--- config.mk ---
export PLATFORM = sky130hd
export DESIGN_NAME = fir_tap_sequencer
export DESIGN_NICKNAME = d
export VERILOG_FILES = /design/src/rtl/fir_pkg.sv /design/src/rtl/fir_sample_buffer.sv /design/src/rtl/fir_tap_sequencer.sv
export SDC_FILE = /design/constraint.sdc
export NUM_CORES = 1
export LEC_CHECK = 0
export CAP_MARGIN = 30
export CORE_ASPECT_RATIO = 1.2
export CORE_MARGIN = 2
export CORE_UTILIZATION = 50
export DETAILED_ROUTE_END_ITERATION = 6
export GPL_TIMING_DRIVEN = 0
export PLACE_DENSITY = 0.69
export REMOVE_ABC_BUFFERS = 1
export SYNTH_ARGS = -nofsm -noshare
export SYNTH_HDL_FRONTEND = slang
export SYNTH_HIERARCHICAL = 1
export SYNTH_SLANG_ARGS = --single-unit
--- constraint.sdc ---
create_clock -name i_clk -period 4.33 [get_ports i_clk]
set_clock_uncertainty 0.05 [all_clocks]
set_input_delay 0.866 -clock i_clk [delete_from_list [all_inputs] [get_ports i_clk]]
set_output_delay 0.866 -clock i_clk [all_outputs]
set_load 0.005 [all_outputs]
--- src/rtl/fir_pkg.sv ---
// Shared FIR control encoding and sequencer state type, imported by the sequencer and the accumulator.
// Pure definitions; no logic or latency of its own.
package fir_pkg;

  localparam int CTRL_W     = 3;
  localparam int CTRL_VALID = 0;
  localparam int CTRL_FIRST = 1;
  localparam int CTRL_LAST  = 2;

  typedef enum logic {
    IDLE  = 1'b0,
    ISSUE = 1'b1
  } seq_state_t;

  function automatic logic [CTRL_W-1:0] ctrl_word(input logic first, input logic last);
    logic [CTRL_W-1:0] w;
    w             = '0;
    w[CTRL_VALID] = 1'b1;
    w[CTRL_FIRST] = first;
    w[CTRL_LAST]  = last;
    return w;
  endfunction

endpackage

--- src/rtl/fir_sample_buffer.sv ---
// TAPS-deep sample delay line: shift-in on enable, synchronous clear, combinational indexed read.
// Write takes effect at the clock edge; a same-edge read returns the pre-shift contents.
module fir_sample_buffer #(
  parameter int WIDTH = 8,
  parameter int TAPS  = 8
) (
  input  logic                    i_clk,
  input  logic                    i_rst,
  input  logic                    i_clr,
  input  logic                    i_shift,
  input  logic [WIDTH-1:0]        i_data,
  input  logic [$clog2(TAPS)-1:0] i_rd_idx,
  output logic [WIDTH-1:0]        o_rd_data
);

  logic [WIDTH-1:0] r_buf [TAPS];

  always_ff @(posedge i_clk) begin
    if (!i_rst || i_clr) begin
      for (int k = 0; k < TAPS; k++) r_buf[k] <= '0;
    end else if (i_shift) begin
      r_buf[0] <= i_data;
      for (int k = 1; k < TAPS; k++) r_buf[k] <= r_buf[k-1];
    end
  end

  assign o_rd_data = r_buf[i_rd_idx];

endmodule

--- src/rtl/fir_tap_sequencer.sv ---
// FIR front end: one accepted sample yields TAPS registered (sample, coef, ctrl) pairs, first pair one cycle after accept.
// No output backpressure; input is throttled by o_in_ready, which opens only when idle or on the final tap.
module fir_tap_sequencer
  import fir_pkg::*;
#(
  parameter int WIDTH = 8,
  parameter int TAPS  = 8
) (
  input  logic                    i_clk,
  input  logic                    i_rst,
  input  logic [WIDTH-1:0]        i_in_data,
  input  logic                    i_in_valid,
  output logic                    o_in_ready,
  input  logic                    i_flush,
  input  logic                    i_coef_we,
  input  logic [$clog2(TAPS)-1:0] i_coef_addr,
  input  logic [WIDTH-1:0]        i_coef_data,
  output logic [WIDTH-1:0]        o_mult_x,
  output logic [WIDTH-1:0]        o_mult_y,
  output logic [CTRL_W-1:0]       o_mult_ctrl,
  output logic                    o_busy
);

  localparam int                TW       = $clog2(TAPS);
  localparam logic [TW-1:0]     LAST_TAP = TW'(TAPS - 1);
  localparam logic [TW:0]       TAPS_V   = (TW+1)'(TAPS);

  seq_state_t       r_state;
  logic [TW-1:0]    r_tap;
  logic [WIDTH-1:0] r_coef [TAPS];
  logic [WIDTH-1:0] w_buf_rd;
  logic             w_accept;
  logic             w_last;
  logic             w_coef_wr;

  assign w_last     = (r_tap == LAST_TAP);
  assign o_in_ready = !i_flush && ((r_state == IDLE) || (r_state == ISSUE && w_last));
  assign w_accept   = i_in_valid && o_in_ready;
  assign o_busy     = (r_state == ISSUE);
  // Coefficients are only writable while the bank is not being read out.
  assign w_coef_wr  = i_coef_we && (r_state == IDLE) && !w_accept && ({1'b0, i_coef_addr} < TAPS_V);

  fir_sample_buffer #(
    .WIDTH (WIDTH),
    .TAPS  (TAPS)
  ) u_buf (
    .i_clk     (i_clk),
    .i_rst     (i_rst),
    .i_clr     (i_flush),
    .i_shift   (w_accept),
    .i_data    (i_in_data),
    .i_rd_idx  (r_tap),
    .o_rd_data (w_buf_rd)
  );

  always_ff @(posedge i_clk) begin
    if (!i_rst) begin
      r_state     <= IDLE;
      r_tap       <= '0;
      o_mult_x    <= '0;
      o_mult_y    <= '0;
      o_mult_ctrl <= '0;
      for (int k = 0; k < TAPS; k++) r_coef[k] <= '0;
    end else begin
      if (w_coef_wr) r_coef[i_coef_addr] <= i_coef_data;
      if (i_flush) begin
        r_state     <= IDLE;
        r_tap       <= '0;
        o_mult_ctrl <= '0;
      end else if (r_state == ISSUE) begin
        o_mult_x    <= w_buf_rd;
        o_mult_y    <= r_coef[r_tap];
        o_mult_ctrl <= ctrl_word(r_tap == '0, w_last);
        if (w_last) begin
          r_tap   <= '0;
          r_state <= w_accept ? ISSUE : IDLE;
        end else begin
          r_tap <= r_tap + 1'b1;
        end
      end else begin
        o_mult_ctrl <= '0;
        if (w_accept) begin
          r_state <= ISSUE;
          r_tap   <= '0;
        end
      end
    end
  end

endmodule

==> summary.txt, run 1 <==
Clocking
  – Worst-path clk slew: roughly 0.06 ns
  – Clock Path Buffers: 2
  – CTS tree: yes
  – Num CTS Buffers: 17
  – Clock Sinks: 151
  – CTS Hold Bufs: 0
  – Clk_lat worst skew: 0.42 ns
  – H-tree depth: 4
  – Clock root buffer: clkbuf_16
  – # resized after CTS: 0
  – Post-CTS Setup Bufs: 0

Die
  – FP Rows: 46
  – Vert. Die Dim: approximately 130 microns
  – Die Width: approximately 110 microns
  – I/O Pins: 45
  – Core Area: 13300 sq um
  – Die footprint: 14600 sq um
  – Initial Util: 51.3%

Layout
  – Multi-input gate area: ~2400 sq um
  – Layout cells sized above 1: 10.2%
  – Most frequent cells in the layout: and2_1 (131), edfxtp_1 (128), clkdlybuf4s50_1 (44), mux2i_1 (32), dfxtp_1 (22)
  – Register area: 4310 sq um
  – # fillers: 1023
  – Area grow syn2layout: 17.8%
  – Post-Route Utilization: 60.4%
  – # diodes: 0
  – NumNets Final: 554
  – Design area: 8030 sq um
  – Most common cell after layout, fill and taps aside: and2_1

Route
  – Drt wl/cell: 19.4 microns
  – Drt via density: 5.54
  – DRC viols: 0
  – Starting DRC count in detailed routing: 219
  – DRT antenna net count: 0
  – Vias: 3919
  – DRT Pass-1 Iters: 4
  – Final WL: roughly 14000 microns

Power and ir drop
  – NetSw: 0.647 mW
  – Net Sw Frac: 20.1%
  – Seq pwr share: 51.7%
  – VDD IR-drop max: 0.000233 V
  – Comb pwr share: ~5%
  – Leakage: 3.00 nW
  – P per Cell Area: 400 nW/um^2
  – Clock power share: approximately 43%
  – Cell Int Power: 2.57 mW

Global routing
  – Total GRT Usage: 19.8%
  – Vias in the first global route: approximately 4200
  – Pin count of the biggest net entering global routing: between 60 and 70
  – Grt total ovfl: 0
  – First-pass GRT wire length: 21900 microns
  – Initial antenna violation count: 0

Timing
  – Setup TNS: 0 ns
  – Setup Viol. Count Final: 0
  – Slew margin rel.: 38.8%
  – Final period util: approximately four fifths
  – Final hold vios: 0
  – RSZ-0062 raised after global routing: false
  – Worst-margin pin slew: 0.915 ns
  – Fmax achieved: roughly 0.28 GHz
  – Slew Viols, Final: 0
  – Min Tclk post-route: 3.52 ns
  – Worst hold margin: 0.421 ns

Run status
  – Status: completed

Yosys
  – Mean Syn Cell Area: 14.2 sq um
  – Ranking of synthesized cells by area: edfxtp_1 (56%), and2_1 (12%), dfxtp_1 (6.8%)
  – Ys async rst share: 0%
  – Post-synthesis sequential area ratio: 63.1%
  – Gate count of the mapped netlist: 481
  – Distinct cells, synth: 34
  – Yosys warnings: 6
  – Yosys reg bits: about 150
  – Mapped Area: 6820 sq um
  – Top cell type's share of synthesized area: 56.4%
  – Number of synthesized flops with an enable pin: between 100 and 150
  – Yosys top cell by area: edfxtp_1
  – Main flop type after synthesis: edfxtp_1

Place
  – Dpl cell area: 7410 sq um
  – Dpl hpwl: ~8600 microns
  – Placer congestion estimate: 0.806
  – Port Buf Inserts: 44

Job
  – Max-cap violations: 0

Setup path
  – Worst Path Required: 3.41 ns
  – Crit start category: flip-flop
  – Worst-path fanout max: 50
  – Reg2reg path depth: 8
  – Arrival time at the worst endpoint: between 2 and 3 ns
  – CP Class: flip-flop to primary output
  – Crit end category: primary output

Worst hold path
  – Hold depth: 2
  – Worst hold path class: flip-flop to flip-flop
[cell type report]
type | count | area share [%]
clock buffer | 31 | 6.97
clock inverter | 1 | 0.0623
inverter | 2 | 0.0935
multi-input combinational | 301 | 29.6
sequential | 151 | 53.7
tap | 168 | 2.62
timing repair buffer | 54 | 7.04
[power by group through the flow]
stage,logic (mW),clock network (mW),registers (mW)
detailed placement,0.156,0,1.69
floorplan,0.0782,0,1.68
global placement,0.147,0,1.69
finish,0.159,1.39,1.66
global route,0.172,1.48,1.67
CTS,0.157,1.42,1.66
[flip-flops by register name, summed over array words and instances (netlist names)]
| name | cells |
|---|---|
| u_buf/r_buf | 64 |
| o_mult_x | 8 |
| r_coef | 64 |
| o_busy | 1 |
| o_mult_y | 8 |
| r_tap | 3 |
| o_mult_ctrl | 3 |
[cell families (layout without fill, tap and decap cells)]
group	after synthesis	in the layout	synth area share (%)
muxes	56	56	12.1
adders and majority gates	3	3	0.551
and+or+nand+nor	193	193	17.5
buffers and inverters	29	88	2.20
AOI/OAI and AO/OA	49	49	4.53
DFF	151	151	63.1
[metrics by stage]
stage | worst slack [ns] | instances | total power, mW
after floorplan | -0.312 | 454 | 1.76
after global placement | -1.74 | 666 | 1.84
after detailed placement | 0.123 | 674 | 1.85
after CTS | 0.558 | 706 | 3.23
after global routing | 0.649 | 708 | 3.32
final | 0.813 | 708 | 3.21
[final timing paths]
path | from | endpoint | slack [ns]
setup / recovery | r_tap[0] | o_in_ready | 0.81
hold / removal | o_mult_x[0] | o_mult_x[0] | 0.42
setup reg to reg | r_tap[0] | u_buf/r_buf[3][3] | 1.34
hold reg to reg | o_mult_x[0] | o_mult_x[0] | 0.42
[worst max-delay path: stages, from the launching register on]
cell and delay [ns]:
dfxtp_4 0.94, ha_1 0.27, ha_1 0.18, nor2b_1 0.09, nor2_1 0.16, clkdlybuf4s50_1 0.53
[Yosys cell counts (2+ instances only)]
cell type,number
nor2_1,15
dfxtp_1,23
mux2i_1,32
clkbuf_1,16
nor3_4,2
nor2_4,6
buf_1,2
buf_2,5
and3b_1,2
mux4_1,15
or2b_1,3
a22oi_1,16
buf_6,2
a21boi_0,8
nand2_1,18
nand2b_1,4
and2_1,131
a21oi_1,10
inv_1,2
mux2_2,8
nor2b_1,6
o21ai_0,14
edfxtp_1,128
ha_1,3
[routing by layer]
| metal | track usage, % | wire length, microns | vias up |
|---|---|---|---|
| met5 | 0 | 0 | - |
| met4 | 10.1 | 393 | 0 |
| met3 | 4.41 | 581 | 26 |
| met2 | 33.8 | 6960 | 90 |
| met1 | 23.6 | 5770 | 1948 |
| li1 | - | - | 1855 |
Power figures use the tool's default switching activity.
==> run 2, diff against run 1 <==
PLACE_DENSITY = 0.72   (was 0.69)
clock period = 3.1 ns   (was 4.33 ns; I/O delays follow)
==> run 2 against run 1 <==
  * Sequential cell count stayed put
  * Design area rose by 0.98%
  * Routed wire length fell by 1.5%
  * First-iteration DRC count fell by 22%
  * Power increased by 49%
  * Sequential share of layout area shrank 0.49 points
  * Largest cell class unchanged
==> summary.txt, run 2 (synthesized netlist as in run 1, its figures left out) <==
Layout
  – Register area: 4310 sq um (about the same)
  – # fillers: 1043 (was 1023)
  – Area grow syn2layout: 18.9% (was 17.8%)
  – Most frequent cells in the layout: and2_1 (131), edfxtp_1 (128), clkdlybuf4s50_1 (44), mux2i_1 (32), dfxtp_1 (20) (was and2_1 (131), edfxtp_1 (128), clkdlybuf4s50_1 (44), mux2i_1 (32), dfxtp_1 (22))
  – Multi-input gate area: 2380 sq um (was 2370 sq um)
  – Post-Route Utilization: 61.0% (was 60.4%)
  – NumNets Final: 554 (unchanged)
  – Largest regs: r_coef x64, u_buf/r_buf x64 (unchanged)
  – Most common cell after layout, fill and taps aside: and2_1 (unchanged)
  – Layout cells sized above 1: 11.9% (was 10.2%)
  – # diodes: 0 (unchanged)

Route
  – Vias: 3872 (was 3919)
  – DRC viols: 0 (unchanged)
  – DRT Pass-1 Iters: 4 (unchanged)
  – Drt wl/cell: 19.1 microns (was 19.4 microns)
  – Starting DRC count in detailed routing: 170 (was 219)
  – Final WL: 13500 microns (was 13700 microns)
  – DRT antenna net count: 0 (unchanged)
  – Drt via density: 5.47 (was 5.54)

Timing
  – Slew Viols, Final: 0 (unchanged)
  – Final hold vios: 0 (unchanged)
  – Worst-margin pin slew: 0.931 ns (was 0.915 ns)
  – Final period util: 95.9%
  – Final worst slack: 0.128 ns (was 0.813 ns)
  – Setup Viol. Count Final: 0 (unchanged)
  – Slew margin rel.: 37.7% (was 38.8%)
  – RSZ-0062 raised after global routing: false (unchanged)
  – Min Tclk post-route: ~3.0 ns
  – Fmax achieved: approximately 0.34 GHz

Power and ir drop
  – Cell Int Power: 3.83 mW (was 2.57 mW)
  – Seq pwr share: 48.4% (was 51.7%)
  – Leakage: 3.03 nW (was 3.00 nW)
  – P per Cell Area: 591 nW/um^2 (was 400 nW/um^2)
  – Clock power share: 47.0% (was 43.4%)
  – NetSw: 0.962 mW (was 0.647 mW)
  – Comb pwr share: 4.7% (was 4.9%)
  – VDD IR-drop max: 0.000350 V (was 0.000233 V)
  – Net Sw Frac: 20.1% (about the same)

Global routing
  – Vias in the first global route: 4080 (was 4173)
  – Grt total ovfl: 0 (unchanged)
  – Met3 usage: 4.41% (unchanged)
  – Met1 GRT Util: 24.7% (was 23.6%)
  – Pin count of the biggest net entering global routing: 65 (unchanged)
  – GR peak layer: met2 (unchanged)
  – Total GRT Usage: 19.6% (was 19.8%)
  – Initial antenna violation count: 0 (unchanged)
  – First-pass GRT wire length: 21700 microns (was 21900 microns)
  – Met2 usage in global routing: 31.9% (was 33.8%)

Place
  – Placer congestion estimate: 0.793 (was 0.806)
  – DP Worst Slack: -0.484 ns (was 0.123 ns)
  – Dpl hpwl: 8610 microns (about the same)
  – Port Buf Inserts: 44 (unchanged)

Worst hold path
  – Worst hold path class: flip-flop to flip-flop (unchanged)

Setup path
  – Crit end category: primary output (unchanged)
  – Setup slack, reg-to-reg: 0.47 ns (was 1.34 ns)
  – Max stage delay on crit path: 0.66 ns (was 0.94 ns)
  – Delay-heaviest family, CP: flip-flops (unchanged)
  – Arrival time at the worst endpoint: 2.30 ns (was 2.60 ns)
  – Cell mode on critical path: ha_1 (unchanged)
  – Crit start category: flip-flop (unchanged)
  – CP Class: flip-flop to primary output (unchanged)
  – CP cell instances: ha_1 -> ha_1 -> nor2b_1 -> nor2_1 -> clkdlybuf4s50_1 (unchanged)
  – Slowest cell on the critical path: dfxtp_4 (unchanged)
  – Worst Path Required: 2.43 ns (was 3.41 ns)
  – Buf+Inv Stages, Crit Path: 1 (unchanged)
  – Worst-path fanout max: 26 (was 50)

Clocking
  – Worst-path clk slew: 0.06 ns (about the same)
  – CTS tree: yes (unchanged)
  – Clock Path Buffers: 2 (unchanged)
  – Clock root buffer: clkbuf_16 (unchanged)
  – H-tree depth: 4 (unchanged)
  – Clk_lat worst skew: 0.42 ns (about the same)
  – Num CTS Buffers: 17 (unchanged)
  – Clock Sinks: 151 (unchanged)

Die
  – Initial Util: 51.3% (unchanged)
  – I/O Pins: 45 (unchanged)
  – Core Area: 13300 sq um (unchanged)
  – Die footprint: 14600 sq um (unchanged)
  – FP Rows: 46 (unchanged)
  – Vert. Die Dim: 132 microns (unchanged)
  – Die Width: 111 microns (unchanged)

Job
  – Max-cap violations: 0 (unchanged)

Run status
  – Status: completed (unchanged)
run 2: cell count changes in the layout (fill, tap and decap cells not counted), sizes merged:
cell	previous run	this run
bufinv	0	5
inv	2	3
clkbuf	31	19
clkinv	1	4
clkinvlp	0	3
run 2: per-layer routing:
layer	vias to the layer above	share of wire [%]	wire length, microns
met5	-	0	0
met4	0	2.7	371
met3	27	3.3	446
met2	86	50	6700
met1	1909	44	5970
li1	1850	-	-
run 2: metrics by stage:
stage                     TNS [ns]  cell area [sq um]  hold WS [ns]  cells  total power, mW
after floorplan            -122.73               6680         0.410    454             2.46
after global placement     -345.39               7330         0.416    666             2.57
after detailed placement    -27.04               7440         0.414    675             2.58
after CTS                        0               8100         0.422    708             4.83
after global routing             0               8110         0.456    708             4.94
final                            0               8110         0.417    708             4.79
run 2: path summary, 6_finish.rpt:
path / from / end / depth (start not counted)
min reg2reg: o_mult_x[4] / o_mult_x[4] / 2
min: o_mult_x[4] / o_mult_x[4] / 2
max reg2reg: r_tap[0] / u_buf/r_buf[0][5] / 6
max: r_tap[0] / o_in_ready / 5
run 2: tightest hold or removal path: stages (launching register included):
cell and delay, ns:
dfxtp_1 0.31, nand2_1 0.05, a21boi_0 0.06
run 2: cell type report:
cell class / count / area share, %
Inverter: 2 / 0.0926
Timing Repair Buffer: 54 / 6.88
Tap cell: 168 / 2.59
Sequential cell: 151 / 53.2
Clock inverter: 13 / 2.48
Clock buffer: 19 / 5.46
Multi-Input combinational cell: 301 / 29.3
run 2: power groups by stage:
stage / Combinational (mW) / Sequential (mW) / Clock [mW]
detailed placement: 0.220 / 2.36 / 0
CTS: 0.226 / 2.32 / 2.28
global route: 0.244 / 2.33 / 2.37
global placement: 0.204 / 2.36 / 0
finish: 0.225 / 2.32 / 2.25
floorplan: 0.109 / 2.35 / 0
run 2: what timing repair did:
item | 4_1_cts | 5_1_grt
setup buffers | 1 | 0
gates resized for setup | 3 | 2
hold buffers | 0 | 0
endpoints found under the setup margin | 6 | 13
==> run 3, diff against run 2 <==
CELL_PAD_IN_SITES_DETAIL_PLACEMENT = 0   (was unset)
CELL_PAD_IN_SITES_GLOBAL_PLACEMENT = 2   (was unset)
CORE_UTILIZATION = 38   (was 50)
PLACE_DENSITY = unset   (was 0.72)
PLACE_DENSITY_LB_ADDON = 0.1   (was unset)
==> run 3 against run 2 <==
  * Sequential share of layout area is 0.083 points higher
  * Die area is 30% higher
  * First-iteration DRC count is 47% higher
  * Utilization is 15 points lower
  * Design area is 0.19% lower
  * Sequential cell count stayed put
  * Via count is 0.65% lower
  * Highest routed layer unchanged
==> summary.txt, run 3 (synthesized netlist as in run 1, its figures left out) <==
Setup path
  – CP Class: input pin to flip-flop (was flip-flop to primary output)
  – Slowest cell on the critical path: or4b_1 (was dfxtp_4)
  – Crit end category: flip-flop (was primary output)
  – Arrival time at the worst endpoint: 3.10 ns (was 2.30 ns)
  – CP cell instances: clkdlybuf4s50_1 -> buf_16 -> nand2_1 -> or4b_1 -> o21ai_1 -> buf_2 (was ha_1 -> ha_1 -> nor2b_1 -> nor2_1 -> clkdlybuf4s50_1)
  – Max stage delay on crit path: 0.73 ns (was 0.66 ns)
  – Worst-path fanout max: 26 (unchanged)
  – Delay-heaviest family, CP: buffers and inverters (was flip-flops)
  – Buf+Inv Stages, Crit Path: 3 (was 1)
  – Crit start category: input pin (was flip-flop)
  – Worst Path Required: 3.17 ns (was 2.43 ns)

Die
  – Initial Util: 38.8% (was 51.3%)
  – Core Area: 17600 sq um (was 13300 sq um)
  – Vert. Die Dim: 151 microns (was 132 microns)
  – Die footprint: 19000 sq um (was 14600 sq um)
  – Die Width: 126 microns (was 111 microns)
  – FP Rows: 53 (was 46)
  – I/O Pins: 45 (unchanged)

Layout
  – Layout cells sized above 1: 10.5% (was 11.9%)
  – Final Non-Filler Cells: 762 (was 708)
  – # diodes: 0 (unchanged)
  – # fillers: 1574 (was 1043)
  – Most common cell after layout, fill and taps aside: and2_1 (unchanged)
  – Most frequent cells in the layout: and2_1 (131), edfxtp_1 (128), clkdlybuf4s50_1 (44), mux2i_1 (32), dfxtp_1 (21) (was and2_1 (131), edfxtp_1 (128), clkdlybuf4s50_1 (44), mux2i_1 (32), dfxtp_1 (20))
  – Multi-input gate area: 2370 sq um (was 2380 sq um)
  – Largest regs: r_coef x64, u_buf/r_buf x64 (unchanged)
  – Register area: 4310 sq um (about the same)
  – NumNets Final: 556 (was 554)
  – Post-Route Utilization: 46.1% (was 61.0%)
  – Design area: 8090 sq um (was 8110 sq um)
  – Area grow syn2layout: 18.7% (was 18.9%)

Clocking
  – Clock root buffer: clkbuf_16 (unchanged)
  – Clock Path Buffers: 2 (unchanged)
  – Clk_lat worst skew: 0.41 ns (was 0.42 ns)
  – Clock Sinks: 151 (unchanged)
  – Worst-path clk slew: 0.06 ns (about the same)
  – CTS tree: yes (unchanged)
  – Num CTS Buffers: 17 (unchanged)
  – H-tree depth: 4 (unchanged)

Route
  – Final WL: 15100 microns (was 13500 microns)
  – DRT Pass-1 Iters: 5 (was 4)
  – DRT antenna net count: 0 (unchanged)
  – Starting DRC count in detailed routing: 250 (was 170)
  – DRC viols: 0 (unchanged)
  – Vias: 3847 (was 3872)
  – Drt via density: 5.05 (was 5.47)
  – Drt wl/cell: 19.8 microns (was 19.1 microns)

Timing
  – Worst hold margin: 0.411 ns (was 0.417 ns)
  – Worst-margin pin slew: 0.971 ns (was 0.931 ns)
  – RSZ-0062 raised after global routing: true (was false)
  – Fmax achieved: 0.330 GHz (was 0.336 GHz)
  – Slew Viols, Final: 0 (unchanged)
  – Min Tclk post-route: 3.03 ns (was 2.97 ns)
  – Slew margin rel.: 35.2% (was 37.7%)
  – Setup Viol. Count Final: 0 (unchanged)
  – Final period util: 97.8% (was 95.9%)
  – Final hold vios: 0 (unchanged)

Run status
  – Status: completed (unchanged)

Global routing
  – First-pass GRT wire length: 23200 microns (was 21700 microns)
  – Vias in the first global route: 3948 (was 4080)
  – Total GRT Usage: 16.6% (was 19.6%)
  – Initial antenna violation count: 0 (unchanged)
  – Pin count of the biggest net entering global routing: 65 (unchanged)
  – Grt total ovfl: 0 (unchanged)

Job
  – Max-cap violations: 0 (unchanged)

Power and ir drop
  – P per Cell Area: 550 nW/um^2 (was 591 nW/um^2)
  – Leakage: 2.99 nW (was 3.03 nW)
  – VDD IR-drop max: 0.000361 V (was 0.000350 V)
  – Pwr Total: 4.45 mW (was 4.79 mW)

Place
  – Placer congestion estimate: 0.713 (was 0.793)
  – Dpl hpwl: 9550 microns (was 8610 microns)
  – Inst Count DP: 728 (was 675)
  – Dpl cell area: 7520 sq um (was 7440 sq um)
  – Port Buf Inserts: 44 (unchanged)

Worst hold path
  – Worst hold path class: flip-flop to flip-flop (unchanged)
run 3: worst paths after layout:
path	slack (ns)	from	to	cells after the start
min reg2reg	0.41	o_mult_x[6]	o_mult_x[6]	2
max reg2reg	0.50	r_tap[1]	u_buf/r_buf[1][5]	8
max	0.07	i_rst	r_coef[7][3]	6
min	0.41	o_mult_x[6]	o_mult_x[6]	2
run 3: metrics by stage:
| stage | TNS, ns | setup slack, ns |
|---|---|---|
| 3_5_place_dp | -31.85 | -0.594 |
| 4_1_cts | -1.20 | -0.153 |
| 6_report | 0 | 0.0688 |
| 2_1_floorplan | -122.73 | -1.54 |
| 3_3_place_gp | -414.68 | -3.19 |
| 5_1_grt | -1.10 | -0.0588 |
run 3: routing by layer:
layer / up-vias / global-route usage [%] / wire length (microns)
met5: - / 0 / 0
met4: 0 / 6.15 / 269
met3: 13 / 4.05 / 544
met2: 69 / 26.9 / 7340
met1: 1915 / 21.7 / 6940
li1: 1850 / - / -
run 3: final cells by class:
class	count	share of cell area (%)
Clock buffer	27	5.97
Clock inverter	5	0.603
Inverter	2	0.0928
Multi-Input combinational cell	301	29.3
Sequential cell	151	53.2
Tap cell	220	3.40
Timing Repair Buffer	56	7.34
run 3: power by group:
| part | internal, mW | switching, mW | total (mW) |
|---|---|---|---|
| clock | 1.14 | 0.760 | 1.90 |
| sequential | 2.28 | 0.0333 | 2.32 |
| combinational | 0.105 | 0.128 | 0.232 |
run 3: worst min-delay path, delay by kind of cell, from the launching register on:
kind	cells	cell delay, ns
simple gates	1	0.05
flops	1	0.30
compound gates	1	0.06
run 3: what timing repair did:
| item | in CTS | in global routing |
|---|---|---|
| gates resized for setup | 1 | 4 |
| setup buffers | 1 | 1 |
| cloned | 0 | 0 |
| setup endpoints to repair | 12 | 45 |
| hold buffers | 0 | 0 |
